**config.mk**
```make
export PLATFORM = sky130hd
export DESIGN_NAME = tx_timer_param
export DESIGN_NICKNAME = d
export VERILOG_FILES = /design/src/rtl/tx_timer_param.sv
export SDC_FILE = /design/constraint.sdc
export NUM_CORES = 1
export LEC_CHECK = 0
export BUFFER_PORTS_ARGS = -buffer_cell sky130_fd_sc_hd__buf_2
export CORE_ASPECT_RATIO = 1.4
export CORE_MARGIN = 2
export CORE_UTILIZATION = 59
export DETAILED_ROUTE_END_ITERATION = 12
export GPL_TIMING_DRIVEN = 0
export PLACE_DENSITY = 0.83
export SETUP_SLACK_MARGIN = 0.5
export SYNTH_ARGS = -nofsm -noshare
export SYNTH_HDL_FRONTEND = slang
export SYNTH_SLANG_ARGS = --single-unit
```
**constraint.sdc**
```tcl
create_clock -name clk_i -period 3.6 [get_ports clk_i]
set_input_delay 0.54 -clock clk_i [delete_from_list [all_inputs] [get_ports clk_i]]
set_output_delay 0.54 -clock clk_i [all_outputs]
set_load 0.05 [all_outputs]
```
**src/rtl/tx_timer_param.sv**
```systemverilog
// Programmable bit-period timer for the transmit path.
// Bit period and bits-per-frame are latched when a frame starts. The block produces
// per-bit shift strobes, a running bit count and a frame-done pulse.
// Optional build macro: TX_TIMER_MID_STROBE_EN adds sample_strobe_o, a mid-bit pulse.
module tx_timer_param #(
   parameter int unsigned PERIOD_BITS = 8,
   parameter int unsigned COUNT_BITS  = 5
) (
   input  logic                   clk_i,
   input  logic                   n_rst_i,         // active-high asynchronous reset
   input  logic                   start_i,
   input  logic                   abort_i,
   input  logic [PERIOD_BITS-1:0] bit_period_i,
   input  logic [COUNT_BITS-1:0]  num_bits_i,
   output logic                   busy_o,
   output logic                   shift_strobe_o,
   output logic [COUNT_BITS-1:0]  bit_count_o,
   output logic                   frame_done_o
`ifdef TX_TIMER_MID_STROBE_EN
   ,
   output logic                   sample_strobe_o
`endif
);

   typedef enum logic [0:0] {StIdle, StRun} state_e;

   localparam logic [PERIOD_BITS-1:0] MinPeriod = PERIOD_BITS'(2);
   localparam logic [PERIOD_BITS-1:0] CntOne    = PERIOD_BITS'(1);
   localparam logic [COUNT_BITS-1:0]  MinBits   = COUNT_BITS'(1);

   state_e                  state_q, state_d;
   logic [PERIOD_BITS-1:0]  period_q, period_d;
   logic [COUNT_BITS-1:0]   nbits_q, nbits_d;
   logic [PERIOD_BITS-1:0]  cnt_q, cnt_d;
   logic [COUNT_BITS-1:0]   bit_count_q, bit_count_d;
   logic                    strobe_q, strobe_d;
   logic                    done_q, done_d;
   logic [COUNT_BITS-1:0]   bit_count_inc;
`ifdef TX_TIMER_MID_STROBE_EN
   logic                    mid_q, mid_d;
`endif

   assign bit_count_inc = bit_count_q + MinBits;

   // Next-state: frame acceptance, per-cycle bit timing, abort priority.
   always_comb begin
      state_d     = state_q;
      period_d    = period_q;
      nbits_d     = nbits_q;
      cnt_d       = cnt_q;
      bit_count_d = bit_count_q;
      strobe_d    = 1'b0;
      done_d      = 1'b0;
`ifdef TX_TIMER_MID_STROBE_EN
      mid_d       = 1'b0;
`endif
      if (abort_i) begin
         // Abort wins over start and over a coinciding strobe.
         state_d     = StIdle;
         cnt_d       = '0;
         bit_count_d = '0;
      end else begin
         unique case (state_q)
            StIdle: begin
               if (start_i) begin
                  period_d    = (bit_period_i < MinPeriod) ? MinPeriod : bit_period_i;
                  nbits_d     = (num_bits_i == '0) ? MinBits : num_bits_i;
                  cnt_d       = CntOne;
                  bit_count_d = '0;
                  state_d     = StRun;
               end
            end
            StRun: begin
`ifdef TX_TIMER_MID_STROBE_EN
               mid_d = (cnt_q == (period_q >> 1));
`endif
               if (cnt_q == period_q) begin
                  cnt_d       = CntOne;
                  bit_count_d = bit_count_inc;
                  strobe_d    = 1'b1;
                  if (bit_count_inc == nbits_q) begin
                     done_d  = 1'b1;
                     state_d = StIdle;
                  end
               end else begin
                  cnt_d = cnt_q + CntOne;
               end
            end
            default: state_d = StIdle;
         endcase
      end
   end

   // State and counter registers with asynchronous clear.
   always_ff @(posedge clk_i or posedge n_rst_i) begin
      if (n_rst_i) begin
         state_q     <= StIdle;
         period_q    <= MinPeriod;
         nbits_q     <= MinBits;
         cnt_q       <= '0;
         bit_count_q <= '0;
         strobe_q    <= 1'b0;
         done_q      <= 1'b0;
      end else begin
         state_q     <= state_d;
         period_q    <= period_d;
         nbits_q     <= nbits_d;
         cnt_q       <= cnt_d;
         bit_count_q <= bit_count_d;
         strobe_q    <= strobe_d;
         done_q      <= done_d;
      end
   end

`ifdef TX_TIMER_MID_STROBE_EN
   // Mid-bit sample pulse register.
   always_ff @(posedge clk_i or posedge n_rst_i) begin
      if (n_rst_i) begin
         mid_q <= 1'b0;
      end else begin
         mid_q <= mid_d;
      end
   end

   assign sample_strobe_o = mid_q;
`endif

   assign busy_o         = (state_q == StRun);
   assign shift_strobe_o = strobe_q;
   assign frame_done_o   = done_q;
   assign bit_count_o    = bit_count_q;

endmodule

```
After elaboration in Yosys (flattened, before gate mapping) --
Index checks and enable logic that the tools add are counted.
Word-level totals: input port bits 17, flip-flop bits (word level) 29, output and inout bits 8
Cells by class: multiplexer cells 22, bitwise gates (word level) 2, equality and inequality tests 4, $lt $le $gt $ge 1, reductions and logical operators 3, add/sub/neg operators 2
Operators with widths (count):
- $mux 8 | 4
- $mux 5 | 4
- $pmux 8 s2 | 1
- $mux 1 | 11
- $pmux 5 s2 | 1
- $add 8x1->8 const B | 1
- $eq 8x8->1 | 1
- $lt 8x2->1 const B | 1
- $add 5x1->5 const B | 1
- $eq 5x5->1 | 1
- $logic_not 5->1 | 1
- $ne 3x2->1 const B | 1
- $ne 3x3->1 const B | 1
- $reduce_and 3->1 | 1
- $not 1->1 | 2
- $pmux 1 s2 | 1
- $reduce_and 2->1 | 1

Longest topological paths before layout --
Gate-level depths: netlist of the first run.
depth in word-level cells 6, mapped depth 5

Worst setup path after synthesis of the first run --
Ideal clock, no wire load.
path type register -> register, start register bit_count_q[0] (netlist: bit_count_o[0]), end register done_q (netlist: frame_done_o), cell stages (with the launch flop) 6, period minus slack after synthesis 1.734 ns, path slack 1.866 ns, data arrival time 1.653 ns, library setup time 0.081 ns, cell sequence dfrtp_1 -> ha_1 -> xnor2_1 -> xnor2_1 -> nor4_2 -> nor3b_2
Between the ends: word-level cells in the longest chain between the ends 6
Ends and longest elaborated chain:
- start: declaration | RTL line 35 | logic [COUNT_BITS-1:0] bit_count_q, bit_count_d;
- start signal: assignment | RTL line 109 | bit_count_q <= bit_count_d;
- $add 5x1->5 | RTL line 43 | assign bit_count_inc = bit_count_q + MinBits;
- $eq 5x5->1 | RTL line 81 | if (bit_count_inc == nbits_q) begin
- $mux 1 | RTL line 81
- $mux 1 | RTL line 77 | if (cnt_q == period_q) begin
- $mux 1 | RTL line 63 | unique case (state_q)
- $mux 1 | RTL line 57 | if (abort_i) begin
- net done_d | RTL line 37 | logic done_q, done_d;
- end signal: assignment | RTL line 111 | done_q <= done_d;
- end: declaration | RTL line 37
The timed path passes the listed nets, and every way through them passes these cells. A chain may end at the register's enable or synchronous reset.

Worst setup path in the final report of the first run --
Ends and elaborated chain as after synthesis.

==> impl_metrics.yaml, run 1 <==
placed_design:
  number_of_i_o_port_buffers: 24
  place.detailed.instances: 200
  gp_congestion: 0.8816
  hpwl_um: 2393
timing:
  worstMarginPinSlew_ps: 1064
  setup_repair_after_global_routing_missed_its_margin: "no"
  final_min_period_over_clock_period_pct: 47.65
  timing.final.hold_violations: 0
  fmaxAchievable_ghz: 0.5829
  timing.max_slew.rel_slack_pct: 28.96
  worst_clock_skew_ps: 13.90
  setup-tns-final_ps: 0
  timing.final.setup_violations: 0
  final_period_minus_worst_setup_slack_ps: 1716
  report.final.slew_viol_count: 0
cells_and_area:
  fill_cells: 185
  area.growth.synth_to_final_pct: 14.53
  area_of_combinational_cells_with_multiple_inputs_um2: 739.5
  area_used_by_sequential_logic_in_the_layout_um2: 728.2
  final_nets: 192
  finish.cell_count_without_fillers: 208
  diodes: 0
  post_route_cells_drive_above_1_share_pct: 29.89
die:
  horizontal_extent_of_the_die_um: 46.96
  placeableCoreArea_um2: 2417
  design.die.area_um2: 3011
  core.rowCount: 21
  initial_utilization_pct: 63.04
  num_io_pins: 25
  die_h_um: 64.14
critical_path:
  path_cells: "ha_1 -> xnor2_1 -> xnor2_1 -> nor4_2 -> nor3b_2"
  worst_setup_endpoint: "frame_done_o"
  startpoint_class_of_the_critical_path: "register"
  cp_data_required_time_ps: 3850
  slowest_stage: "sky130_fd_sc_hd__dfrtp_1"
  reg2reg_setup_slack_ps: 1880
  critical_path_peak_fanout: 6
  crit_top_cell: "sky130_fd_sc_hd__xnor2_1"
  crit_start: "bit_count_o[0]"
  r2r-start: "bit_count_o[0]"
  crit_path_max_incr_delay_ps: 450
  timing.critical_path.arrival_ps: 1970
  critical_path.reg2reg.endpoint: "frame_done_o"
  timing_worst_setup_path_type: "reg -> reg"
  endpoint_kind: "register"
  reg2regPathDepth: 5
synthesis:
  synthesis.nets: 161
  ys_async_sr_fraction_pct: 100.0
  seq_area_frac_synth_pct: 47.78
  ys_seq_elements: 29
  postSynth.topFlopCell: "sky130_fd_sc_hd__dfrtp_1"
  share_of_the_synthesized_area_in_the_top_cell_type_pct: 44.33
  ys_top_cells_by_area: "sky130_fd_sc_hd__dfrtp_1, sky130_fd_sc_hd__xnor2_1, sky130_fd_sc_hd__mux2_2, sky130_fd_sc_hd__xor2_1, sky130_fd_sc_hd__dfstp_2"
  synth-edff-count: 0
  ys_types: 36
  synthDominantAreaCellType: "sky130_fd_sc_hd__dfrtp_1"
  synth_cells: 142
  avgSynthCellArea_um2: 10.73
  ys_warn_count: 0
  netlist_area_um2: 1524
pwr:
  netSwitchingFraction_pct: 29.97
  irDropWorstVdd_v: 0.0003847
  static-leakage-power_uw: 0.0007835
  powerDensity_nw_per_um2: 441.5
  clockPowerShare_pct: 26.5
  power_report.internal_total_uw: 539.6
  p_sw_uw: 231.0
  comb_pwr_share_pct: 21.4
  totalPowerFinal_uw: 770.6
  sequentialPowerShare_pct: 52.0
flow_run:
  cap_viol_max_count: 0
clocking:
  htree_num_levels: 2
  numClockSinks: 29
  cts_resized: 0
  cts_tree: "built"
  path_clk_slew_ps: 90
  post_cts.repair.setup_buffers: 0
  clockRootBuffer: "sky130_fd_sc_hd__clkbuf_4"
  clock_tree.buffer_depth: 2
  cts.hold.buffers_added: 0
  cts-buffers-inserted: 5
  worst_skew_pair.late_latency_ps: 330
global_route:
  global_route_wire_length_before_repair_um: 5554
  grt-ovfl-total: 0
  grt_antenna_before_repair: 0
  gr-usage-all-layers_pct: 25.79
  first_global_vias: 1263
  grt_max_degree: 30
route:
  route.detailed.wl_per_inst_um: 15.28
  final_antenna_net_count: 0
  detail_route.vias_per_cell: 5.841
  drt_iter0_markers: 21
  route.final.wire_length_um: 3179
  detailroute.via_count: 1215
  dr.pass1.iters: 4
  drc: 0
status:
  run_status: "finished, final reports clean"
worst_hold_path:
  hold_depth: 3
  hold_path.class: "in -> reg"
-- metrics by stage --
stage / cell area [µm²] / worst slack (ps) / hold WS, ps / util (%)
final: 1745 / 1884 / 428.3 / 72.21
after global placement: 1687 / 1768 / 503.4 / 69.77
after floorplan: 1524 / 1866 / 487.8 / -
after detailed placement: 1687 / 1765 / 507.1 / 69.77
after global routing: 1745 / 1747 / 433.5 / 72.21
after CTS: 1745 / 1886 / 423.0 / 72.21
-- worst min-delay path by stage --
stage                     from     endpoint  slack (ps)
5_1_grt        bit_period_i[0]  period_q[0]         430
3_3_place_gp        nbits_q[0]   nbits_q[0]         500
2_1_floorplan       nbits_q[0]   nbits_q[0]         490
6_report       bit_period_i[1]  period_q[1]         430
4_1_cts        bit_period_i[1]  period_q[1]         420
3_5_place_dp       period_q[1]  period_q[1]         510
-- layout make-up --
class	count	area share [%]
Timing Repair Buffer	24	6.882
Clock buffer	8	3.369
Multi-Input combinational cell	102	42.37
Tap cell	34	2.437
Inverter	5	1.075
Sequential cell	29	41.72
Buffer	6	2.151
-- state kept, by name, indices dropped and copies added (netlist names) --
signal          flops
cnt_q               8
period_q            8
bit_count_o         5
nbits_q             5
busy_o              1
frame_done_o        1
shift_strobe_o      1
-- critical path: cells and delay by family (launching register included) --
kind | cells | cell delay (ps)
AND/OR/NAND/NOR | 2 | 590
flip-flops | 1 | 450
XOR/XNOR | 2 | 310
adder cells (fa/ha/maj) | 1 | 290
-- logic make-up (layout without fill, tap and decap cells) --
logic type / Yosys count / count (layout) / synth area share, %
buf+inv: 11 / 43 / 3.694
fa+ha+maj: 2 / 2 / 1.642
mux: 10 / 10 / 7.389
compound gates: 23 / 23 / 10.02
simple gates: 45 / 45 / 16.83
flops: 29 / 29 / 47.78
xor+xnor: 22 / 22 / 12.64
-- synthesized netlist by cell type (2+ instances only) --
library cell / instances
sky130_fd_sc_hd__a21oi_1: 8
sky130_fd_sc_hd__a31oi_1: 3
sky130_fd_sc_hd__and4_1: 2
sky130_fd_sc_hd__buf_2: 3
sky130_fd_sc_hd__buf_4: 2
sky130_fd_sc_hd__dfrtp_1: 27
sky130_fd_sc_hd__dfstp_2: 2
sky130_fd_sc_hd__ha_1: 2
sky130_fd_sc_hd__inv_1: 5
sky130_fd_sc_hd__mux2_2: 10
sky130_fd_sc_hd__nand2_1: 8
sky130_fd_sc_hd__nand3_1: 5
sky130_fd_sc_hd__nand4_1: 8
sky130_fd_sc_hd__nor2_1: 6
sky130_fd_sc_hd__nor3_1: 6
sky130_fd_sc_hd__nor4_1: 2
sky130_fd_sc_hd__o211ai_1: 3
sky130_fd_sc_hd__o21ai_0: 2
sky130_fd_sc_hd__xnor2_1: 13
sky130_fd_sc_hd__xor2_1: 9
-- routing by layer --
layer	up-vias	routed length, µm	track usage [%]
met4	0	54	9.375
met1	601	1191	27.99
met5	-	0	0
met3	6	132	7.910
met2	29	1800	44.69
li1	579	-	-
-- power groups by stage --
stage	combinational, µW	sequential [µW]	clock (µW)
finish	165	401	204
global route	183	406	221
CTS	166	401	209
detailed placement	164	408	0
global placement	157	405	0
floorplan	116	410	0
-- cells in the final DEF (no fill, tap or decap), types with 6 or more instances in the layout --
master / netlist / routed
sky130_fd_sc_hd__clkbuf_4: 1 / 6
sky130_fd_sc_hd__mux2_2: 10 / 10
sky130_fd_sc_hd__buf_2: 3 / 27
sky130_fd_sc_hd__nor3_1: 6 / 6
sky130_fd_sc_hd__nand4_1: 8 / 8
sky130_fd_sc_hd__a21oi_1: 8 / 8
sky130_fd_sc_hd__nor2_1: 6 / 6
sky130_fd_sc_hd__xnor2_1: 13 / 13
sky130_fd_sc_hd__dfrtp_1: 27 / 27
sky130_fd_sc_hd__xor2_1: 9 / 9
sky130_fd_sc_hd__nand2_1: 8 / 8
No activity file was read; power rests on OpenSTA's default activity.
==> inputs of run 2 (changes only) <==
--- a/config.mk
+++ b/config.mk
@@ -5,13 +5,14 @@
 export SDC_FILE = /design/constraint.sdc
 export NUM_CORES = 1
 export LEC_CHECK = 0
+export ABC_AREA = 1
 export BUFFER_PORTS_ARGS = -buffer_cell sky130_fd_sc_hd__buf_2
 export CORE_ASPECT_RATIO = 1.4
 export CORE_MARGIN = 2
-export CORE_UTILIZATION = 59
+export CORE_UTILIZATION = 51
 export DETAILED_ROUTE_END_ITERATION = 12
 export GPL_TIMING_DRIVEN = 0
-export PLACE_DENSITY = 0.83
+export PLACE_DENSITY = 0.75
 export SETUP_SLACK_MARGIN = 0.5
 export SYNTH_ARGS = -nofsm -noshare
 export SYNTH_HDL_FRONTEND = slang
==> constraint.sdc (replaced) <==
create_clock -name clk_i -period 1.4 [get_ports clk_i]
set_input_delay 0.21 -clock clk_i [delete_from_list [all_inputs] [get_ports clk_i]]
set_output_delay 0.21 -clock clk_i [all_outputs]
set_load 0.05 [all_outputs]
==> impl_metrics.yaml, run 2 <==
status:
  run_status: "finished, violations left"
  violated_checks: "negative setup slack"
synthesis:
  synth_mux_area_share_pct: 0
  post_synthesis_share_of_cell_area_spent_on_and_or_nand_and_nor_gates_pct: 33.38
  synthesis.nets: 247
  netlist_area_um2: 1694
  synth-edff-count: 0
  ys_async_sr_fraction_pct: 100.0
  avgSynthCellArea_um2: 7.430
  synth.top_cells.by_count: "sky130_fd_sc_hd__nand2_1, sky130_fd_sc_hd__inv_1, sky130_fd_sc_hd__dfrtp_1, sky130_fd_sc_hd__o21ai_0, sky130_fd_sc_hd__nor2_1"
  ys_top_cells_by_area: "sky130_fd_sc_hd__dfrtp_1, sky130_fd_sc_hd__nand2_1, sky130_fd_sc_hd__inv_1, sky130_fd_sc_hd__xor2_1, sky130_fd_sc_hd__o21ai_0"
  ys_types: 28
  post_synthesis_compound_gate_area_fraction_pct: 7.681
  synthXorXnorAreaFrac_pct: 5.170
  combinational_family_with_the_most_area_after_synthesis: "simple AND/OR/NAND/NOR gates"
  seq_area_frac_synth_pct: 42.98
  synth_fa_ha_area_share_pct: 1.477
  ys_seq_elements: 29
  synth_cells: 228
  share_of_the_synthesized_area_in_the_top_cell_type_pct: 39.88
  synthDominantAreaCellType: "sky130_fd_sc_hd__dfrtp_1"
  ys_warn_count: 0
  postSynth.topFlopCell: "sky130_fd_sc_hd__dfrtp_1"
  yosys.cell_count.top_type: "sky130_fd_sc_hd__nand2_1"
critical_path:
  timing.critical_path.arrival_ps: 1610
  timing_worst_setup_path_type: "reg -> reg"
  reg2reg_setup_slack_ps: -30
  cp_data_required_time_ps: 1580
  critical_path_peak_fanout: 3
  startpoint_class_of_the_critical_path: "register"
  endpoint_kind: "register"
placed_design:
  place.detailed.instances: 291
  number_of_i_o_port_buffers: 24
  gp_congestion: 0.8607
  pre_cts_ws_ps: -40.29
  placed_inst_area_um2: 1884
  hpwl_um: 2615
worst_hold_path:
  hold_path.class: "in -> async"
timing:
  fmaxAchievable_ghz: 0.6986
  worst_slack_ps: -31.49
  timing.final.hold_violations: 0
  report.final.slew_viol_count: 0
  final_min_period_over_clock_period_pct: 102.2
  final_period_minus_worst_setup_slack_ps: 1431
  timing.final.setup_violations: 1
  timing.max_slew.rel_slack_pct: 56.83
  worstMarginPinSlew_ps: 646.2
  worst_clock_skew_ps: 8.426
  setup_repair_after_global_routing_missed_its_margin: "yes"
  hold_ws_ps: 10.62
pwr:
  irDropWorstVdd_v: 0.001123
  powerDensity_nw_per_um2: 1508
  totalPowerFinal_uw: 3760
  static-leakage-power_uw: 0.001254
global_route:
  grt_antenna_before_repair: 0
  grt-ovfl-total: 0
  first_global_vias: 1479
  gr-usage-all-layers_pct: 23.48
  global_route_wire_length_before_repair_um: 6382
  grt_max_degree: 30
clocking:
  worst_skew_pair.late_latency_ps: 290
  numClockSinks: 29
  clockRootBuffer: "sky130_fd_sc_hd__clkbuf_8"
  path_clk_slew_ps: 70
  cts_tree: "built"
  cts.hold.buffers_added: 0
  cts-buffers-inserted: 5
  htree_num_levels: 2
  clock_tree.buffer_depth: 2
cells_and_area:
  area_of_combinational_cells_with_multiple_inputs_um2: 993.5
  fill_cells: 198
  final_nets: 306
  final_design_area_no_fill_um2: 2494
  diodes: 0
  mostFrequentLayoutCells: "sky130_fd_sc_hd__nand2_1, sky130_fd_sc_hd__inv_1, sky130_fd_sc_hd__nand2_2, sky130_fd_sc_hd__buf_4, sky130_fd_sc_hd__dfrtp_1"
  post_route_cells_drive_above_1_share_pct: 44.44
  area.growth.synth_to_final_pct: 47.19
  finish.cell_count_without_fillers: 327
  final_common_cell: "sky130_fd_sc_hd__nand2_1"
  largestRegisters: "cnt_q: 8 flops, period_q: 8 flops"
  area_used_by_sequential_logic_in_the_layout_um2: 738.2
route:
  drc: 0
  route.final.wire_length_um: 4811
  route.detailed.wl_per_inst_um: 14.71
  detailroute.via_count: 1740
  final_antenna_net_count: 0
  detail_route.vias_per_cell: 5.321
  drt_iter0_markers: 88
  dr.pass1.iters: 4
die:
  die_h_um: 72.20
  num_io_pins: 25
  placeableCoreArea_um2: 3153
  horizontal_extent_of_the_die_um: 52.71
  design.die.area_um2: 3805
  initial_utilization_pct: 53.73
  core.rowCount: 24
flow_run:
  cap_viol_max_count: 0
run 2: cell count changes in the layout (fill, tap and decap cells not counted), sizes merged, moves of 4 or more:
cell,change
buf,+25
inv,+28
mux2,-10
nand2,+81
nand3,+4
nor2,+9
nor3,-4
o21ai,+8
xnor2,-10
run 2: metrics by stage:
| stage | TNS, ps | utilization [%] |
|---|---|---|
| final | -31.49 | 79.09 |
| after global routing | -482.8 | 79.09 |
| after CTS | 0 | 68.33 |
| after detailed placement | -40.29 | 59.76 |
| after global placement | -31.66 | 59.76 |
| after floorplan | -111.5 | - |
run 2: critical path: stages, from the launching register on:
cell	delay [ps]
sky130_fd_sc_hd__dfrtp_2	430
sky130_fd_sc_hd__ha_4	170
sky130_fd_sc_hd__or2_4	230
sky130_fd_sc_hd__nand3b_1	90
sky130_fd_sc_hd__nand2_1	60
sky130_fd_sc_hd__nor2_1	120
sky130_fd_sc_hd__nand3_1	110
sky130_fd_sc_hd__nand2_1	70
sky130_fd_sc_hd__nand2_1	40
run 2: layout make-up:
cell class                 count  area share (%)
sequential                    29           29.60
timing repair inverter         1          0.4516
clock buffer                   8           3.613
multi-input combinational    162           39.84
buffer                         4           1.806
inverter                      34           5.770
timing repair buffer          50           16.96
tap                           39           1.957
run 2: routing by layer:
layer  part of all wire (%)  global-route usage [%]  vias up
met5                      0                       0        -
met4                    2.4                   10.26        0
met3                    4.3                   6.379       18
met2                     56                   42.22       64
met1                     38                   24.86      830
li1                       -                       -      828
run 2: kinds of logic after synthesis:
kind of cell,count (synthesis)
adders and majority gates,2
AOI/OAI and AO/OA,24
and+or+nand+nor,125
buffers and inverters,38
DFF,29
xor gates and xnor gates,10
run 2: path summary, 6_finish.rpt:
| check | start | endpoint | cells past startpoint |
|---|---|---|---|
| worst min-delay path | n_rst_i | cnt_q[4] | 2 |
| worst min register to register | period_q[1] | period_q[1] | 2 |
| worst max register to register | bit_count_o[0] | busy_o | 8 |
| min in group clk_i | bit_period_i[3] | period_q[3] | 3 |
| max in group asynchronous | n_rst_i | bit_count_o[2] | 2 |
| worst max-delay path | bit_count_o[0] | busy_o | 8 |
run 2: report_power, final:
group | total [µW] | leakage [µW] | internal, µW | switching [µW]
clock network | 723 | 0.0000455 | 400 | 323
registers | 1330 | 0.000363 | 1090 | 238
logic | 1700 | 0.000846 | 733 | 971
total | 3760 | 0.00125 | 2230 | 1530
run 2: timing repair:
| item | in CTS | in global routing |
|---|---|---|
| pin swaps | 9 | 26 |
| endpoints found under the setup margin | 64 | 37 |
| gates resized for setup | 33 | 74 |
| setup buffers | 11 | 14 |
| gates cloned | 0 | 3 |
==> inputs of run 3 (changes only) <==
--- a/config.mk
+++ b/config.mk
@@ -5,11 +5,9 @@
 export SDC_FILE = /design/constraint.sdc
 export NUM_CORES = 1
 export LEC_CHECK = 0
-export ABC_AREA = 1
 export BUFFER_PORTS_ARGS = -buffer_cell sky130_fd_sc_hd__buf_2
 export CORE_ASPECT_RATIO = 1.4
-export CORE_MARGIN = 2
-export CORE_UTILIZATION = 51
+export CORE_UTILIZATION = 50
 export DETAILED_ROUTE_END_ITERATION = 12
 export GPL_TIMING_DRIVEN = 0
 export PLACE_DENSITY = 0.75
==> impl_metrics.yaml, run 3 (same netlist as run 1, synthesis figures left out) <==
status:
  run_status: "finished, violations left"
  violated_checks: "negative hold slack, negative setup slack"
clocking:
  worst_skew_pair.late_latency_ps: 290
  path_clk_slew_ps: 70
  cts-buffers-inserted: 5
  cts_tree: "built"
  numClockSinks: 29
  clock_tree.buffer_depth: 2
  clockRootBuffer: "sky130_fd_sc_hd__clkbuf_8"
  htree_num_levels: 2
timing:
  final_min_period_over_clock_period_pct: 107.5
  timing.final.hold_violations: 11
  timing.final.setup_violations: 12
  worst_slack_ps: -105.3
  worst_clock_skew_ps: 13.02
  setup_repair_after_global_routing_missed_its_margin: "yes"
  report.final.slew_viol_count: 0
  timing.max_slew.rel_slack_pct: 58.09
  hold_ws_ps: -3.824
  worstMarginPinSlew_ps: 627.3
  fmaxAchievable_ghz: 0.6643
  final_period_minus_worst_setup_slack_ps: 1505
route:
  final_antenna_net_count: 0
  drc: 0
  dr.pass1.iters: 4
  drt_iter0_markers: 51
  detail_route.vias_per_cell: 6.048
  route.final.wire_length_um: 4831
  route.detailed.wl_per_inst_um: 21.00
  detailroute.via_count: 1391
critical_path:
  endpoint_kind: "register"
  worstPathBufferInverterCount: 0
  crit_path_max_incr_delay_ps: 450
  path_cells: "ha_4 -> xnor2_4 -> xnor2_2 -> nor4_4 -> nor3b_2"
  timing.critical_path.arrival_ps: 1720
  cp_data_required_time_ps: 1620
  critical_path.top_delay_family: "simple AND/OR/NAND/NOR gates"
  timing_worst_setup_path_type: "reg -> reg"
  critical_path_peak_fanout: 4
  startpoint_class_of_the_critical_path: "register"
  slowest_stage: "sky130_fd_sc_hd__dfrtp_2"
cells_and_area:
  area.growth.synth_to_final_pct: 56.08
  diodes: 0
  finish.cell_count_without_fillers: 230
  final_nets: 211
  largestRegisters: "cnt_q: 8 flops, period_q: 8 flops"
  mostFrequentLayoutCells: "sky130_fd_sc_hd__dfrtp_1, sky130_fd_sc_hd__buf_2, sky130_fd_sc_hd__buf_4, sky130_fd_sc_hd__buf_6, sky130_fd_sc_hd__mux2_4"
  post_route_cells_drive_above_1_share_pct: 59.07
  final_common_cell: "sky130_fd_sc_hd__dfrtp_1"
die:
  placeableCoreArea_um2: 2878
  horizontal_extent_of_the_die_um: 48.66
  num_io_pins: 25
  design.die.area_um2: 3276
  die_h_um: 67.33
  core.rowCount: 23
  initial_utilization_pct: 52.96
global_route:
  global_route_wire_length_before_repair_um: 6327
  grt_most_used_layer: "met2"
  grt_use_met3_pct: 6.757
  grt_use_met2_pct: 47.22
  grt-ovfl-total: 0
  gr-usage-met1_pct: 29.93
  gr-usage-all-layers_pct: 26.67
  grt_antenna_before_repair: 0
  first_global_vias: 1321
  grt_max_degree: 30
worst_hold_path:
  hold_path.class: "in -> async"
pwr:
  comb_pwr_share_pct: 29.9
  netSwitchingFraction_pct: 32.30
  irDropWorstVdd_v: 0.0008673
  powerDensity_nw_per_um2: 1056
  static-leakage-power_uw: 0.001027
  sequentialPowerShare_pct: 42.7
  power_report.internal_total_uw: 1700
  clockPowerShare_pct: 27.3
  totalPowerFinal_uw: 2512
  p_sw_uw: 811.1
flow_run:
  cap_viol_max_count: 0
placed_design:
  hpwl_um: 2396
  gp_congestion: 0.7655
  place.detailed.instances: 203
  number_of_i_o_port_buffers: 24
  pre_cts_ws_ps: -162.1
## run 3: changes by cell type in the layout (fill, tap and decap cells not counted), sizes merged, moves of 4 or more
cell | previous run | this run
buf | 54 | 49
inv | 33 | 4
mux2 | 0 | 10
nand2 | 90 | 9
nand3 | 9 | 5
nor2 | 15 | 6
nor3 | 2 | 6
o21ai | 12 | 4
xnor2 | 3 | 13
## run 3: per-layer routing
| layer | vias up | routed length, µm |
|---|---|---|
| li1 | 617 | - |
| met1 | 716 | 1790 |
| met2 | 47 | 2768 |
| met3 | 11 | 156 |
| met4 | 0 | 116 |
| met5 | - | 0 |
## run 3: final cells by class
class	count	area (µm²)
timing repair buffer	43	386.6
clock inverter	2	10.01
buffer	6	68.82
clock buffer	6	72.57
sequential	29	738.2
tap	37	46.29
multi-input combinational	102	1033
fill	149	499.2
inverter	5	22.52
## run 3: path summary, 6_finish.rpt
check | startpoint | endpoint | slack, ps | depth (start not counted)
worst max register to register | bit_count_o[0] | frame_done_o | -110 | 5
worst min-delay path | n_rst_i | bit_count_o[1] | -4 | 2
worst max-delay path | bit_count_o[0] | frame_done_o | -110 | 5
worst min register to register | nbits_q[0] | nbits_q[0] | 540 | 2
min in group clk_i | bit_period_i[0] | period_q[0] | 150 | 3
max in group asynchronous | n_rst_i | cnt_q[0] | 1010 | 2
## run 3: power by group through the flow
stage               logic, µW  registers (µW)  clock network, µW
CTS                       640            1050                682
finish                    752            1070                686
global route              798            1080                729
floorplan                 358            1060                  0
global placement          470            1060                  0
detailed placement        481            1060                  0
## run 3: worst reg2reg max path: stages, from the launching register on
cell and delay [ps]:
sky130_fd_sc_hd__dfrtp_2 450, sky130_fd_sc_hd__ha_4 210, sky130_fd_sc_hd__xnor2_4 140, sky130_fd_sc_hd__xnor2_2 160, sky130_fd_sc_hd__nor4_4 260, sky130_fd_sc_hd__nor3b_2 210
## run 3: through the flow
step | TNS (ps) | utilization, % | area (µm²)
CTS | -373.9 | 75.43 | 2171
floorplan | -403.5 | - | 1625
global route | -1702 | 82.65 | 2379
detailed placement | -1264 | 62.26 | 1792
global placement | -1119 | 62.26 | 1792
finish | -556.7 | 82.65 | 2379
## run 3: what timing repair did
action,CTS,global route
pin swaps,10,8
gates cloned,0,0
hold buffers,0,0
setup endpoints to repair,64,37
setup buffers,14,5
endpoints found under the hold margin,0,0
gates resized for setup,45,28
